**src/rtl/hermes_input_buffer.sv**
```systemverilog
// Purpose: per-port input FIFO plus packet-framing FSM for one router port.
//          Requests routing while a header sits at the head and streams the granted packet.
// Latency: first write to h is two cycles; ack_h to data_av/sender is one cycle; data_out is combinational from the head.
// Backpressure: credit_o drops when full, data_av is held off until the grant, and pops happen only on data_av && data_ack.
//
// Ports: clock/reset (sync, active-low); rx/data_in/credit_o link side;
//        h/ack_h routing handshake; data_out/data_av/data_ack crossbar side;
//        sender marks a granted packet in flight.
// Optional build macro HERMES_IBUF_STATUS_EN adds occupancy (FIFO count) and
// pkt_err (sticky overflow-attempt flag, cleared only by reset).
module hermes_input_buffer #(
    parameter int DEPTH  = 16,
    parameter int FLIT_W = 16
) (
    input  logic              clock,
    input  logic              reset,
    input  logic              rx,
    input  logic [FLIT_W-1:0] data_in,
    output logic              credit_o,
    output logic              h,
    input  logic              ack_h,
    output logic [FLIT_W-1:0] data_out,
    output logic              data_av,
    input  logic              data_ack,
    output logic              sender
`ifdef HERMES_IBUF_STATUS_EN
    ,
    output logic [$clog2(DEPTH):0] occupancy,
    output logic                   pkt_err
`endif
);
    localparam int AW = $clog2(DEPTH);
    localparam logic [AW:0]       CNT_ONE  = (AW+1)'(1);
    localparam logic [AW:0]       CNT_FULL = (AW+1)'(DEPTH);
    localparam logic [AW-1:0]     PTR_ONE  = AW'(1);
    localparam logic [FLIT_W-1:0] FLIT_ONE = FLIT_W'(1);

    typedef enum logic [2:0] {
        S_IDLE, S_REQ, S_HDR, S_SIZE, S_PAYLOAD, S_END
    } state_t;

    logic [FLIT_W-1:0] mem [DEPTH];
    logic [AW-1:0]     rd_ptr_q, rd_ptr_d;
    logic [AW-1:0]     wr_ptr_q, wr_ptr_d;
    logic [AW:0]       count_q, count_d;
    state_t            state_q;
    logic              h_q, sender_q;
    logic [FLIT_W-1:0] flit_cnt_q;

    logic empty, full, push, pop;

    assign empty    = (count_q == '0);
    assign full     = (count_q == CNT_FULL);
    assign credit_o = !full;
    assign push     = rx && !full;
    assign data_out = mem[rd_ptr_q];
    // Only the streaming states forward flits; REQ shows the header without offering it.
    assign data_av  = !empty && (state_q == S_HDR || state_q == S_SIZE || state_q == S_PAYLOAD);
    assign pop      = data_av && data_ack;
    assign h        = h_q;
    assign sender   = sender_q;

    always_comb begin
        rd_ptr_d = rd_ptr_q;
        wr_ptr_d = wr_ptr_q;
        count_d  = count_q;
        if (push) wr_ptr_d = wr_ptr_q + PTR_ONE;
        if (pop)  rd_ptr_d = rd_ptr_q + PTR_ONE;
        // Simultaneous push and pop leaves the count unchanged.
        if (push && !pop)      count_d = count_q + CNT_ONE;
        else if (pop && !push) count_d = count_q - CNT_ONE;
    end

    // Storage has no reset: occupancy is tracked by the pointers and count.
    always_ff @(posedge clock) begin
        if (push) mem[wr_ptr_q] <= data_in;
    end

    always_ff @(posedge clock) begin
        if (!reset) begin
            rd_ptr_q <= '0;
            wr_ptr_q <= '0;
            count_q  <= '0;
        end else begin
            rd_ptr_q <= rd_ptr_d;
            wr_ptr_q <= wr_ptr_d;
            count_q  <= count_d;
        end
    end

    always_ff @(posedge clock) begin
        if (!reset) begin
            state_q    <= S_IDLE;
            h_q        <= 1'b0;
            sender_q   <= 1'b0;
            flit_cnt_q <= '0;
        end else begin
            unique case (state_q)
                S_IDLE: begin
                    if (!empty) begin
                        state_q <= S_REQ;
                        h_q     <= 1'b1;
                    end
                end
                S_REQ: begin
                    if (ack_h) begin
                        h_q      <= 1'b0;
                        sender_q <= 1'b1;
                        state_q  <= S_HDR;
                    end
                end
                S_HDR: begin
                    if (pop) state_q <= S_SIZE;
                end
                S_SIZE: begin
                    if (pop) begin
                        flit_cnt_q <= data_out;
                        state_q    <= (data_out == '0) ? S_END : S_PAYLOAD;
                    end
                end
                S_PAYLOAD: begin
                    // flit_cnt is at least 1 here, so the decrement never wraps.
                    if (pop) begin
                        flit_cnt_q <= flit_cnt_q - FLIT_ONE;
                        if (flit_cnt_q == FLIT_ONE) state_q <= S_END;
                    end
                end
                S_END: begin
                    // sender stays high through END so the switch sees a clean falling edge.
                    sender_q <= 1'b0;
                    state_q  <= S_IDLE;
                end
                default: state_q <= S_IDLE;
            endcase
        end
    end

`ifdef HERMES_IBUF_STATUS_EN
    logic pkt_err_q;

    assign occupancy = count_q;
    assign pkt_err   = pkt_err_q;

    always_ff @(posedge clock) begin
        if (!reset)                pkt_err_q <= 1'b0;
        else if (rx && !credit_o)  pkt_err_q <= 1'b1;
    end
`endif

endmodule

```
**config.mk**
```make
export PLATFORM = sky130hd
export DESIGN_NAME = hermes_input_buffer
export DESIGN_NICKNAME = d
export VERILOG_FILES = /design/src/rtl/hermes_input_buffer.sv
export SDC_FILE = /design/constraint.sdc
export NUM_CORES = 1
export LEC_CHECK = 0
export BUFFER_PORTS_ARGS = -buffer_cell sky130_fd_sc_hd__buf_2
export CORE_ASPECT_RATIO = 1.5
export CORE_UTILIZATION = 60
export CTS_BUF_LIST = sky130_fd_sc_hd__clkbuf_8
export DETAILED_ROUTE_END_ITERATION = 10
export HOLD_SLACK_MARGIN = 0.08
export MAX_ROUTING_LAYER = met4
export PLACE_DENSITY = 0.89
export SLEW_MARGIN = 20
export SYNTH_ARGS = -nofsm -noshare
export SYNTH_HDL_FRONTEND = slang
export SYNTH_SLANG_ARGS = --single-unit
```
**constraint.sdc**
```tcl
create_clock -name clock -period 5.2 [get_ports clock]
set_input_delay 0.26 -clock clock [delete_from_list [all_inputs] [get_ports clock]]
set_output_delay 0.26 -clock clock [all_outputs]
set_load 0.02 [all_outputs]
```
==> flow_summary.yaml <==
outcome:
  outcome: "finished, final reports clean"
timing:
  finalCritPeriodShare: 0.713
  rsz0062_at_grt: "no"
  period_minus_slack_ps: 3710
  setup_tns_ps: 0
  slew_viol_final: 0
  slew_headroom: 0.332
  worst_pin_slew_ps: 997
  max_freq_mhz: 270
  hold_violations: 0
  setup_viol: 0
  clock_skew_ps: 15.5
logic_synthesis:
  syn_inst: 671
  ys_ff_latch: 294
  synth_area_leaders: "edfxtp_1 (65%), mux4_2 (10%), dfxtp_1 (6.5%), mux4_1 (2.5%), a22oi_1 (1.8%)"
  yosys.cell_types.count: 48
  ys_async_sr_fraction: 0
  synth_top_area_frac: 0.654
  synth-edff-count: 256
  syn_nets: 704
  avgSynthCellArea_sq_um: 17.5
  ys_warn_count: 0
  syn-cell-area_sq_mm: 0.0117
  synth_most_common_cell: "edfxtp_1"
  synthTopCellsByCount: "edfxtp_1 (256), mux4_2 (53), nor2_1 (47), dfxtp_1 (38), a21oi_1 (35)"
  yosysTopAreaCell: "edfxtp_1"
  synth_flop_cell: "edfxtp_1"
  synth_seq_area_share: 0.719
placed_design:
  portBuffers: 40
  place.gp.congestion: 0.915
  hpwl_mm: 16.2
layout:
  diodes: 0
  final_layout_size_suffix_gt1_frac: 0.224
  fillers: 1151
  nNetsFinal: 774
  areaGrowthSynthToFinish_pct: 10.6
global_routing:
  grt_start_max_net_pins: 45
  grt_overflow_total: 0
  grt_pass1_vias: 6851
  grt_pass1_wl_mm: 39.0
  grt_antenna_before_repair: 0
  grt_use_total: 0.279
pwr:
  vdd_drop_max_v: 0.000160
  p_leak_nw: 4.30
  power_mw: 5.10
  power.density_mw_per_mm2: 393
worst_setup_path:
  critPathRequiredTime_ps: 5610
  r2r_start: "count_q[0]"
  crit_path_top_delay_cell: "or4_1"
  r2r_slack_ps: 1490
  crit_type: "register to register"
  cp-end-kind: "register"
  ff2ff_path_depth: 12
  worstReg2RegEnd: "count_q[4]"
  critPathTopFamily: "simple AND/OR/NAND/NOR gates"
  critPathBufInv: 2
  path_cells: "or4_1 > o21ai_0 > nor2_1 > inv_1 > ha_1 > inv_1 > fa_1 > a21o_1 > a21oi_1 > xnor2_1 > or3_1 > a21oi_1"
  crit_path_max_fanout: 5
  cp-start-kind: "register"
  arrival_ps: 4110
  slowest_delay_ps: 620
die:
  die_w_um: 116
  design.die.area_sq_mm: 0.0202
  fp-row-count: 62
  die_h_um: 173
  start_util: 0.613
  ios: 41
  core_sq_mm: 0.0192
drt:
  firstDrtPassIters: 6
  drtIter0Drc: 912
  vias: 6709
  vias_per_cell: 6.56
  wl_per_cell_um: 25.5
  wl_mm: 26.1
  ant_nets: 0
  drc: 0
clock_tree:
  cts_buffer_depth: 3
  clk-insertion-delay-late_ps: 520
  cts-root-buf: "clkbuf_8"
  cts.sinks: 294
  cts_buffers: 40
  hold_buffers: 3
  cts_tree: "done"
  htreeDepth: 2
  post_cts_buffers: 0
  ctsResizeCount: 0
  clkTransAtPathRegs_ps: 70
min_path:
  whs_endpoint: "mem[13][6]"
  hp-class: "primary input to register"
  holdCritStartpoint: "data_in[6]"
  min_path_cells: 1
run:
  drv_cap: 0
[per-stage QoR]
stage / worst slack, ps / hold slack (ps) / std cells / cell area (sq um) / utilization
after floorplan: 2090 / 359 / 671 / 11700 / -
after global placement: 1840 / 456 / 951 / 12300 / 0.640
final: 1490 / 110 / 1023 / 13000 / 0.678
after CTS: 1430 / 82.6 / 1022 / 13000 / 0.678
after detailed placement: 1520 / 496 / 951 / 12300 / 0.640
after global routing: 1200 / 93.4 / 1023 / 13000 / 0.678
[how the worst max path moves through the flow]
stage	slack, ps	end	cells past startpoint	startpoint
final	1490	count_q[4]	12	count_q[0]
after global routing	1200	count_q[4]	12	count_q[0]
after global placement	1840	count_q[4]	12	count_q[0]
after detailed placement	1520	count_q[4]	12	count_q[0]
after floorplan	2090	count_q[4]	12	count_q[0]
after CTS	1430	data_out[12]	5	register
[where the power goes]
part	switching, mW	internal [mW]	total, mW
logic	0.477	0.322	0.799
registers	0.0982	2.67	2.77
clock network	0.786	0.745	1.53
[per-layer routing]
metal | part of all wire | wire, um | global-route usage
met1 | 0.35 | 9080 | 0.331
met4 | 0.056 | 1460 | 0.158
met5 | 0 | 0 | -
met3 | 0.088 | 2310 | 0.0500
met2 | 0.51 | 13300 | 0.447
[kinds of logic after synthesis]
family,Yosys count,share of synthesized area
AOI/OAI and AO/OA,113,0.0609
muxes,69,0.130
buffers and inverters,48,0.0197
and+or+nand+nor,126,0.0497
xor gates and xnor gates,9,0.00671
adders and majority gates,12,0.0134
DFF,294,0.719
[layout make-up]
cell class | count | area, sq um | share of cell area
clock buffers | 42 | 578 | 0.0445
clock inverters | 26 | 108 | 0.00828
inverters | 12 | 45.0 | 0.00347
multi-input cells | 329 | 3100 | 0.239
flip-flops and latches | 294 | 8450 | 0.651
well taps | 256 | 320 | 0.0247
repair buffers | 64 | 385 | 0.0297
[worst register-to-register path, cell delays in order, from the launching register on]
cell     delay, ps
dfxtp_1        370
or4_1          620
o21ai_0        470
nor2_1         230
inv_1          130
ha_1           200
inv_1          110
fa_1           430
a21o_1         180
a21oi_1        190
xnor2_1        110
or3_1          350
a21oi_1        210
[state kept, by name (all words and copies together) (netlist names), named ones only]
name / flops
mem: 256
flit_cnt_q: 16
rd_ptr_q: 4
wr_ptr_q: 4
sender: 1
h: 1
state_q: 3
count_q: 5
[cell usage in the layout, fill, tap and decap left out, types with 5 or more instances in the layout]
cell type  Yosys  routed
xor2_1         5       5
clkinv_1       1       8
mux4_2        53      53
nand3_1        6       6
nor4_1         5       5
edfxtp_1     256     256
mux4_1        11      11
nor2_1        47      46
nand4_1        6       6
inv_1         11      25
mux2i_1        5       5
ha_1          11      11
dfxtp_1       38      36
a22oi_1       28      28
o21ai_0       20      20
a21oi_1       35      35
clkbuf_8       0      42
nor3_1        11       7
buf_4          3      20
buf_2          7      41
nand2_1       30      30
o22ai_1        7       7
No activity file was read; power rests on OpenSTA's default activity.
